<file path="src/rtl/argmax_pkg.sv">
// Shared types and elaboration helpers for the argmax/argmin compare tree.
package argmax_pkg;

  typedef enum logic {ARGMAX_MODE_MAX = 1'b0, ARGMAX_MODE_MIN = 1'b1} argmax_mode_e;

  // Number of registered compare levels for a power-of-two candidate count.
  function automatic int argmax_levels(input int num_entries);
    return $clog2(num_entries);
  endfunction

  // Depth of node i in a heap-ordered tree (root = 0, children of i are 2i+1, 2i+2).
  function automatic int argmax_node_depth(input int i);
    return $clog2(i + 2) - 1;
  endfunction

endpackage

</file>
<file path="src/rtl/argmax_node.sv">
// Combinational max/min select of two tagged candidates; lower index wins ties.
// Latency: 0 cycles (pure logic, registered by argmax_tree).
// Backpressure: none; optional equal-value count path under ARGMAX_TREE_TIECOUNT_EN.
module argmax_node
  import argmax_pkg::*;
#(
  parameter int VALUE_WIDTH = 32,
  parameter int INDEX_WIDTH = 3
) (
  input  argmax_mode_e           mode,
  input  logic [VALUE_WIDTH-1:0] l_val,
  input  logic [INDEX_WIDTH-1:0] l_idx,
  input  logic                   l_pres,
  input  logic [VALUE_WIDTH-1:0] r_val,
  input  logic [INDEX_WIDTH-1:0] r_idx,
  input  logic                   r_pres,
`ifdef ARGMAX_TREE_TIECOUNT_EN
  input  logic [INDEX_WIDTH:0]   l_cnt,
  input  logic [INDEX_WIDTH:0]   r_cnt,
  output logic [INDEX_WIDTH:0]   win_cnt,
`endif
  output logic [VALUE_WIDTH-1:0] win_val,
  output logic [INDEX_WIDTH-1:0] win_idx,
  output logic                   win_pres
);

  logic r_better;
  logic take_r;

  always_comb begin
    r_better = (mode == ARGMAX_MODE_MAX) ? (r_val > l_val) : (r_val < l_val);
    // R wins only when it is alone or strictly better; otherwise L (also when neither is present).
    take_r   = r_pres & (~l_pres | r_better);
    win_val  = take_r ? r_val : l_val;
    win_idx  = take_r ? r_idx : l_idx;
    win_pres = l_pres | r_pres;
  end

`ifdef ARGMAX_TREE_TIECOUNT_EN
  always_comb begin
    if (l_pres && r_pres && (l_val == r_val)) begin
      win_cnt = l_cnt + r_cnt;
    end else begin
      win_cnt = take_r ? r_cnt : l_cnt;
    end
  end
`endif

endmodule

</file>
<file path="src/rtl/argmax_tree.sv">
// Pipelined argmax/argmin over NUM_ENTRIES masked candidates; optional tie_count_o via ARGMAX_TREE_TIECOUNT_EN.
// Latency: request accepted at edge t is presented after edge t+LEVELS (input capture + LEVELS compare levels).
// Backpressure: ready_o = ~valid_o | ready_i; a held result freezes every stage.
module argmax_tree
  import argmax_pkg::*;
#(
  parameter  int NUM_ENTRIES = 8,
  parameter  int VALUE_WIDTH = 32,
  localparam int INDEX_WIDTH = argmax_levels(NUM_ENTRIES)
) (
  input  logic                             clk_i,
  input  logic                             reset_n_i,
  input  logic [NUM_ENTRIES*VALUE_WIDTH-1:0] values_i,
  input  logic [NUM_ENTRIES-1:0]           mask_i,
  input  logic                             mode_i,
  input  logic                             valid_i,
  output logic                             ready_o,
  output logic [VALUE_WIDTH-1:0]           value_o,
  output logic [INDEX_WIDTH-1:0]           index_o,
  output logic                             found_o,
`ifdef ARGMAX_TREE_TIECOUNT_EN
  output logic [INDEX_WIDTH:0]             tie_count_o,
`endif
  output logic                             valid_o,
  input  logic                             ready_i
);

  localparam int LEVELS = argmax_levels(NUM_ENTRIES);
  localparam int NODES  = NUM_ENTRIES - 1;
  localparam int KIDS   = 2 * NUM_ENTRIES - 2;

  logic                             advance;
  logic [LEVELS:0]                  vld_q;
  logic [LEVELS-1:0]                mode_q;
  logic [NUM_ENTRIES*VALUE_WIDTH-1:0] in_val_q;
  logic [NUM_ENTRIES-1:0]           in_mask_q;

  // Heap-ordered node registers: node 0 is the root / output stage.
  logic [VALUE_WIDTH-1:0] node_val_q  [NODES];
  logic [INDEX_WIDTH-1:0] node_idx_q  [NODES];
  logic                   node_pres_q [NODES];
  logic [VALUE_WIDTH-1:0] nxt_val     [NODES];
  logic [INDEX_WIDTH-1:0] nxt_idx     [NODES];
  logic                   nxt_pres    [NODES];

  // kid[j] is tree node j+1: registered internal nodes first, then the captured leaves.
  logic [VALUE_WIDTH-1:0] kid_val  [KIDS];
  logic [INDEX_WIDTH-1:0] kid_idx  [KIDS];
  logic                   kid_pres [KIDS];

`ifdef ARGMAX_TREE_TIECOUNT_EN
  logic [INDEX_WIDTH:0]   node_cnt_q [NODES];
  logic [INDEX_WIDTH:0]   nxt_cnt    [NODES];
  logic [INDEX_WIDTH:0]   kid_cnt    [KIDS];
`endif

  assign valid_o = vld_q[LEVELS];
  assign ready_o = ~valid_o | ready_i;
  assign advance = ready_o;

  assign value_o = node_val_q[0];
  assign index_o = node_idx_q[0];
  assign found_o = node_pres_q[0];
`ifdef ARGMAX_TREE_TIECOUNT_EN
  assign tie_count_o = node_cnt_q[0];
`endif

  always_ff @(posedge clk_i or negedge reset_n_i) begin
    if (!reset_n_i) begin
      vld_q     <= '0;
      mode_q    <= '0;
      in_val_q  <= '0;
      in_mask_q <= '0;
    end else if (advance) begin
      vld_q <= {vld_q[LEVELS-1:0], valid_i};
      for (int s = 1; s < LEVELS; s++) begin
        mode_q[s] <= mode_q[s-1];
      end
      if (valid_i) begin
        mode_q[0] <= mode_i;
        in_val_q  <= values_i;
        in_mask_q <= mask_i;
      end
    end
  end

  always_comb begin
    for (int j = 0; j < NODES - 1; j++) begin
      kid_val[j]  = node_val_q[j+1];
      kid_idx[j]  = node_idx_q[j+1];
      kid_pres[j] = node_pres_q[j+1];
`ifdef ARGMAX_TREE_TIECOUNT_EN
      kid_cnt[j]  = node_cnt_q[j+1];
`endif
    end
    for (int k = 0; k < NUM_ENTRIES; k++) begin
      kid_val[NODES-1+k]  = in_val_q[k*VALUE_WIDTH +: VALUE_WIDTH];
      kid_idx[NODES-1+k]  = INDEX_WIDTH'(k);
      kid_pres[NODES-1+k] = in_mask_q[k];
`ifdef ARGMAX_TREE_TIECOUNT_EN
      kid_cnt[NODES-1+k]  = {{INDEX_WIDTH{1'b0}}, in_mask_q[k]};
`endif
    end
  end

  for (genvar i = 0; i < NODES; i++) begin : g_node
    // A node at depth D consumes the stage whose mode sits in mode_q[LEVELS-1-D].
    localparam int DEPTH = argmax_node_depth(i);

    argmax_node #(
      .VALUE_WIDTH (VALUE_WIDTH),
      .INDEX_WIDTH (INDEX_WIDTH)
    ) u_node (
      .mode     (argmax_mode_e'(mode_q[LEVELS-1-DEPTH])),
      .l_val    (kid_val[2*i]),
      .l_idx    (kid_idx[2*i]),
      .l_pres   (kid_pres[2*i]),
      .r_val    (kid_val[2*i+1]),
      .r_idx    (kid_idx[2*i+1]),
      .r_pres   (kid_pres[2*i+1]),
`ifdef ARGMAX_TREE_TIECOUNT_EN
      .l_cnt    (kid_cnt[2*i]),
      .r_cnt    (kid_cnt[2*i+1]),
      .win_cnt  (nxt_cnt[i]),
`endif
      .win_val  (nxt_val[i]),
      .win_idx  (nxt_idx[i]),
      .win_pres (nxt_pres[i])
    );
  end

  always_ff @(posedge clk_i or negedge reset_n_i) begin
    if (!reset_n_i) begin
      for (int i = 0; i < NODES; i++) begin
        node_val_q[i]  <= '0;
        node_idx_q[i]  <= '0;
        node_pres_q[i] <= 1'b0;
`ifdef ARGMAX_TREE_TIECOUNT_EN
        node_cnt_q[i]  <= '0;
`endif
      end
    end else if (advance) begin
      for (int i = 1; i < NODES; i++) begin
        node_val_q[i]  <= nxt_val[i];
        node_idx_q[i]  <= nxt_idx[i];
        node_pres_q[i] <= nxt_pres[i];
`ifdef ARGMAX_TREE_TIECOUNT_EN
        node_cnt_q[i]  <= nxt_cnt[i];
`endif
      end
      // An empty result is reported as value 0 / index 0 rather than the left-leaf don't-care.
      node_val_q[0]  <= nxt_pres[0] ? nxt_val[0] : '0;
      node_idx_q[0]  <= nxt_pres[0] ? nxt_idx[0] : '0;
      node_pres_q[0] <= nxt_pres[0];
`ifdef ARGMAX_TREE_TIECOUNT_EN
      node_cnt_q[0]  <= nxt_cnt[0];
`endif
    end
  end

endmodule

</file>
<file path="config.mk">
export PLATFORM = sky130hd
export DESIGN_NAME = argmax_tree
export DESIGN_NICKNAME = d
export VERILOG_FILES = /design/src/rtl/argmax_pkg.sv /design/src/rtl/argmax_node.sv /design/src/rtl/argmax_tree.sv
export SDC_FILE = /design/constraint.sdc
export NUM_CORES = 1
export LEC_CHECK = 0
export CORE_MARGIN = 5
export CORE_UTILIZATION = 46
export CTS_CLUSTER_DIAMETER = 150
export CTS_CLUSTER_SIZE = 40
export DETAILED_ROUTE_END_ITERATION = 8
export PLACE_DENSITY = 0.66
export SETUP_SLACK_MARGIN = 0.05
export SYNTH_ARGS = -nofsm -noshare
export SYNTH_HDL_FRONTEND = slang
export SYNTH_SLANG_ARGS = --single-unit
</file>
<file path="constraint.sdc">
create_clock -name clk_i -period 3.3 [get_ports clk_i]
set_input_delay 0.33 -clock clk_i [delete_from_list [all_inputs] [get_ports clk_i]]
set_output_delay 0.33 -clock clk_i [all_outputs]
set_load 0.05 [all_outputs]
</file>
# [Word-level counts from Yosys, hierarchy flattened]
# Cells that the tools add are included.
# Widths: inputs -> output; s select.
[op_classes] order_cmp=14 mux=23 bitwise=30 n_reduce_logical=1
[op_table] cell="$mux 32" n=8
[op_table] cell="$gt 32x32->1" n=7
[op_table] cell="$lt 32x32->1" n=7
[op_table] cell="$or 1x1->1" n=15
[op_table] cell="$mux 3" n=4
[op_table] cell="$mux 1" n=11
[op_table] cell="$not 1->1" n=8
[op_table] cell="$and 1x1->1" n=7
[op_table] cell="$reduce_and 2->1" n=1
[totals] register_bits=523 inputBits=269 elab_cells=94

# [Logic depth before layout (Yosys ltp)]
[logic_depth] ltp_word=6 ltp_mapped=12 mapped_depth_nobuf=9

# [Cells and area by module]
# A second synthesis with hierarchy kept.
[unflattened] hier_cells=2746 hier_area_um2=30212.7
[by_module_without_submodules] module="argmax_tree" n_inst=1 cells_each=1654 area_per_inst_um2=20517.2 seq_area_each_um2=13087.6
[by_module_without_submodules] module="argmax_node" n_inst=7 cells_each=156 area_per_inst_um2=1385.1 seq_area_each_um2=0.0

# [Worst setup path before layout]
# No wires, ideal clock.
[synth_path] path_type="flip-flop to flip-flop" start="register in_val_q[62]" end="register node_val_q, in the netlist kid_val[354]" setup_time_ps=80 t_arrival_ps=2370 t_required_ps=3220 path_slack_ps=850 stages_incl_launch_ff=11 period_less_slack_ps=2450 path_cell_list="dfrtp_1 ha_1 nand4_1 nor3_1 a211o_1 a211o_1 o32a_1 and2_1 buf_6 buf_6 o211ai_2"
[synth_via] elab_chain_cells=5
[synth_rtl] element="start: declaration" line_no="argmax_tree.sv:35" rtl="logic [NUM_ENTRIES*VALUE_WIDTH-1:0] in_val_q;"
[synth_rtl] element="start signal: assignment" line_no="argmax_tree.sv:81" rtl="in_val_q <= values_i;"
[synth_rtl] element="$gt 32x32->1 / $lt 32x32->1 (equally long branches)" line_no="argmax_node.sv:31" rtl="r_better = (mode == ARGMAX_MODE_MAX) ? (r_val > l_val) : (r_val < l_val);"
[synth_rtl] element="$mux 1 (*)" line_no="argmax_node.sv:31"
[synth_rtl] element="$or 1x1->1 (*)" line_no="argmax_node.sv:33" rtl="take_r = r_pres & (~l_pres | r_better);"
[synth_rtl] element="$and 1x1->1 (*)" line_no="argmax_node.sv:33"
[synth_rtl] element="$mux 32 (*)" line_no="argmax_node.sv:34" rtl="win_val = take_r ? r_val : l_val;"
[synth_rtl] element="end signal: indexed assignment" line_no="argmax_tree.sv:144" rtl="node_val_q[i] <= nxt_val[i];"
[synth_rtl] element="end: declaration" line_no="argmax_tree.sv:39" rtl="logic [VALUE_WIDTH-1:0] node_val_q [NODES];"
# Every way passes the cells marked *; elsewhere a longest branch is shown, timed or not.
# A chain may end at the register's enable or synchronous reset.

# [Worst setup path after layout]
[layout_path] start="register node_val_q, in the netlist kid_val[377]" end="register node_idx_q, in the netlist kid_idx[39]"
[layout_via] elab_chain_cells=5
[layout_rtl] element="$gt 32x32->1 / $lt 32x32->1 (equally long branches)" line_no="argmax_node.sv:31"
[layout_rtl] element="$mux 1 (*)" line_no="argmax_node.sv:31"
[layout_rtl] element="$or 1x1->1 (*)" line_no="argmax_node.sv:33"
[layout_rtl] element="$and 1x1->1 (*)" line_no="argmax_node.sv:33"
[layout_rtl] element="$mux 3 (*)" line_no="argmax_node.sv:35" rtl="win_idx = take_r ? r_idx : l_idx;"
[layout_rtl] element="end signal: indexed assignment" line_no="argmax_tree.sv:145" rtl="node_idx_q[i] <= nxt_idx[i];"
[layout_rtl] element="end: declaration" line_no="argmax_tree.sv:40" rtl="logic [INDEX_WIDTH-1:0] node_idx_q [NODES];"
# Marks and branches as above.

==> impl_metrics.py <==
metrics = {
    "outcome": {
        "status": "finished, final reports clean",
    },
    "final_layout": {
        "layout.nets": 3514,
        "diodes": 0,
        "area_growth_syn_to_layout_pct": 16.9,
        "fillers": 5354,
        "drive_above_1_share_pct": 14.1,
    },
    "floorplan": {
        "die_h_um": 256,
        "die_area_sq_mm": 0.0656,
        "io-pin-count": 307,
        "initial_core_util_pct": 46.3,
        "std_cell_rows": 90,
        "fp.coreArea_sq_mm": 0.0602,
        "die_w_um": 256,
    },
    "job": {
        "maxCapViolations": 0,
    },
    "timing": {
        "finalClockSkew_ns": 0.0372,
        "period_minus_slack_ns": 2.99,
        "rsz0062_at_grt": "no",
        "slew_viol_final": 0,
        "timing.fmax_ghz": 0.334,
        "relSlewSlack_pct": 37.7,
        "timing.final.crit_share_pct": 90.7,
        "tightest_slew_ns": 0.935,
        "setup_viol": 0,
        "final_hold_viol_count": 0,
        "setup_tns_ns": 0,
    },
    "setup_path": {
        "crit_family": "simple AND/OR/NAND/NOR gates",
        "slowest_stage": "nor4_1",
        "worst-setup-path-type": "reg2reg",
        "path_buf_inv": 2,
        "cp-startpoint": "kid_val[377]",
        "critPathMaxFanout": 17,
        "r2r_start": "kid_val[377]",
        "cp.required_ns": 3.80,
        "startpoint_type": "flip-flop",
        "cp_slowest_stage_delay_ns": 0.60,
        "cp_data_arrival_time_ns": 3.49,
        "rrSetupSlack_ns": 0.31,
        "cp_cell_sequence": "inv_1, ha_1, nand4_1, nor4_1, a221oi_1, o21ai_1, o32a_1, buf_4, nand4_1, o211ai_1",
        "critPathCaptureType": "flip-flop",
        "crit_top_cell": "nand4_1",
    },
    "global_routing": {
        "grt_max_degree": 122,
        "grt_pass1_vias": 22500,
        "antenna_found_initial": 0,
        "grt_pass1_wl_mm": 132,
        "grt_usage_pct": 24.9,
        "grt_overflow": 0,
    },
    "yosys": {
        "synth_flop_cell": "dfrtp_1",
        "seq_area_frac_synth_pct": 46.2,
        "synth_area_per_cell_sq_um": 10.0,
        "syn_inst": 2778,
        "netlist_top_cells_count": "dfrtp_1, nand2_1, nand4_1, inv_1, mux2_2",
        "synthDominantCellAreaShare_pct": 46.2,
        "synth_edf_count": 0,
        "synthTopCellsByArea": "dfrtp_1, mux2_2, ha_1, nand2_1, nand4_1",
        "yosysUniqueCellTypes": 50,
        "ys_ff_latch": 515,
        "yosysMostFrequentCell": "dfrtp_1",
        "synth_area_sq_mm": 0.0279,
        "synth_nets": 3271,
        "synthArstFlopShare_pct": 100,
        "yosys.area.top_type": "dfrtp_1",
        "yosysWarnings": 0,
    },
    "power_and_ir_drop": {
        "peakVddDrop_v": 0.000503,
        "p_per_area_mw_per_mm2": 930,
        "power.total_mw": 30.3,
        "leakagePower_nw": 14.6,
    },
    "route": {
        "viasPerCell": 5.88,
        "drc": 0,
        "first_iter_violations": 1930,
        "firstDrtPassIters": 6,
        "route.vias.total": 22400,
        "routed_wl_mm": 83.9,
        "avgRoutedWirePerCell_um": 22.1,
        "ant_nets": 0,
    },
    "placed_design": {
        "port_buffers": 306,
        "gp_congestion": 0.946,
        "dp_hpwl_mm": 64.7,
    },
    "cts": {
        "cts_tree": "done",
        "cts_max_path_buffers": 3,
        "cts_root_buf": "clkbuf_16",
        "clkLatencyLatePin_ns": 0.59,
        "cts.sinks": 515,
        "htreeDepth": 1,
        "cts_made_buffers": 16,
        "cts_resized": 0,
        "clk_pin_slew_worst_paths_ns": 0.14,
    },
    "worst_hold_path": {
        "hold_path_class": "in2async",
    },
}
## power by group
group / internal (mW) / switching, mW
Clock: 0.944 / 1.93
Combinational: 6.50 / 9.22
Sequential: 8.83 / 2.86
Total: 16.3 / 14.0
## cell type report
| cell class | count | area, sq um | share of cell area (%) |
|---|---|---|---|
| well taps | 782 | 978 | 3.00 |
| flip-flops and latches | 515 | 12900 | 39.5 |
| repair buffers | 409 | 4030 | 12.4 |
| clock buffers | 17 | 425 | 1.31 |
| clock inverters | 1 | 7.51 | 0.0230 |
| multi-input cells | 1810 | 13200 | 40.6 |
| inverters | 269 | 1020 | 3.12 |
## metal layers
layer  up-vias  global-route usage [%]  share of wire (%)
met5         -                       0                  0
met4         0                    4.02                1.8
met3        84                    6.83                8.3
met2       703                    38.2                 45
met1     11100                    36.3                 45
li1      10400                       -                  -
## cells by family after synthesis
kind of cell	Yosys count	synth area share, %
multiplexers	265	10.7
flip-flops	515	46.2
buffers and inverters	453	6.38
AO/OA/AOI/OAI	482	12.4
AND/OR/NAND/NOR	839	14.3
adder cells (fa/ha/maj)	224	10.1
## state kept, by name (all words and copies together), names as in the netlist
register,flops
vld_q,4
value_o,32
in_mask_q,8
index_o,3
kid_idx,10
in_val_q,256
found_o,1
kid_pres,6
kid_val,192
mode_q,3
## placed cells by master, fill, tap and decap left out, types with 2 or more instances in the layout
cell type	Yosys	layout
dfrtp_1	515	515
nand2_1	454	453
clkdlybuf4s50_1	0	304
nand4_1	270	270
inv_1	268	268
mux2_2	265	265
ha_1	224	224
o211ai_1	173	173
a21oi_1	93	93
buf_4	3	88
nor2_1	48	48
a31oi_1	46	46
o31ai_1	33	33
o211ai_2	30	30
o21ai_0	25	25
nand3_1	20	20
o21ai_1	18	17
clkbuf_16	0	17
buf_12	0	15
nor3_1	13	13
o21a_1	10	10
a21o_1	9	9
nor4_1	8	8
o211a_1	8	8
nor2b_1	8	7
and4_1	6	6
a2bb2oi_1	5	5
o32a_1	5	5
and2_1	5	5
o311ai_1	5	5
a41oi_1	4	4
nand2b_1	4	4
a221oi_1	3	3
a21boi_0	2	2
a211o_1	2	2
a2111o_1	2	2
## metrics by stage
step	hold WS [ns]	instance area [sq um]	cells	setup WS [ns]	utilization (%)
3_5_place_dp	0.361	32100	3781	0.222	53.3
3_3_place_gp	0.366	32100	3781	0.239	53.3
6_report	0.313	32600	3803	0.306	54.1
4_1_cts	0.318	32600	3800	0.193	54.1
2_1_floorplan	0.0344	27900	2778	0.850	-
5_1_grt	0.330	32600	3803	0.0933	54.1
## path summary, 6_finish.rpt
| kind | endpoint | cells after the start |
|---|---|---|
| worst max-delay path | kid_idx[39] | 10 |
| worst min-delay path | in_val_q[165] | 2 |
| max in group asynchronous | in_val_q[51] | 3 |
| worst min register to register | vld_q[3] | 1 |
| min in group clk_i | in_val_q[196] | 2 |
| worst max register to register | kid_idx[39] | 10 |
## timing repair
action                                 in CTS  in global routing
setup endpoints to repair                   0                 18
hold buffers                                1                  0
endpoints found under the hold margin      65                  0
setup buffers                               0                  3
Note: power is estimated with default switching activity, not from simulation.
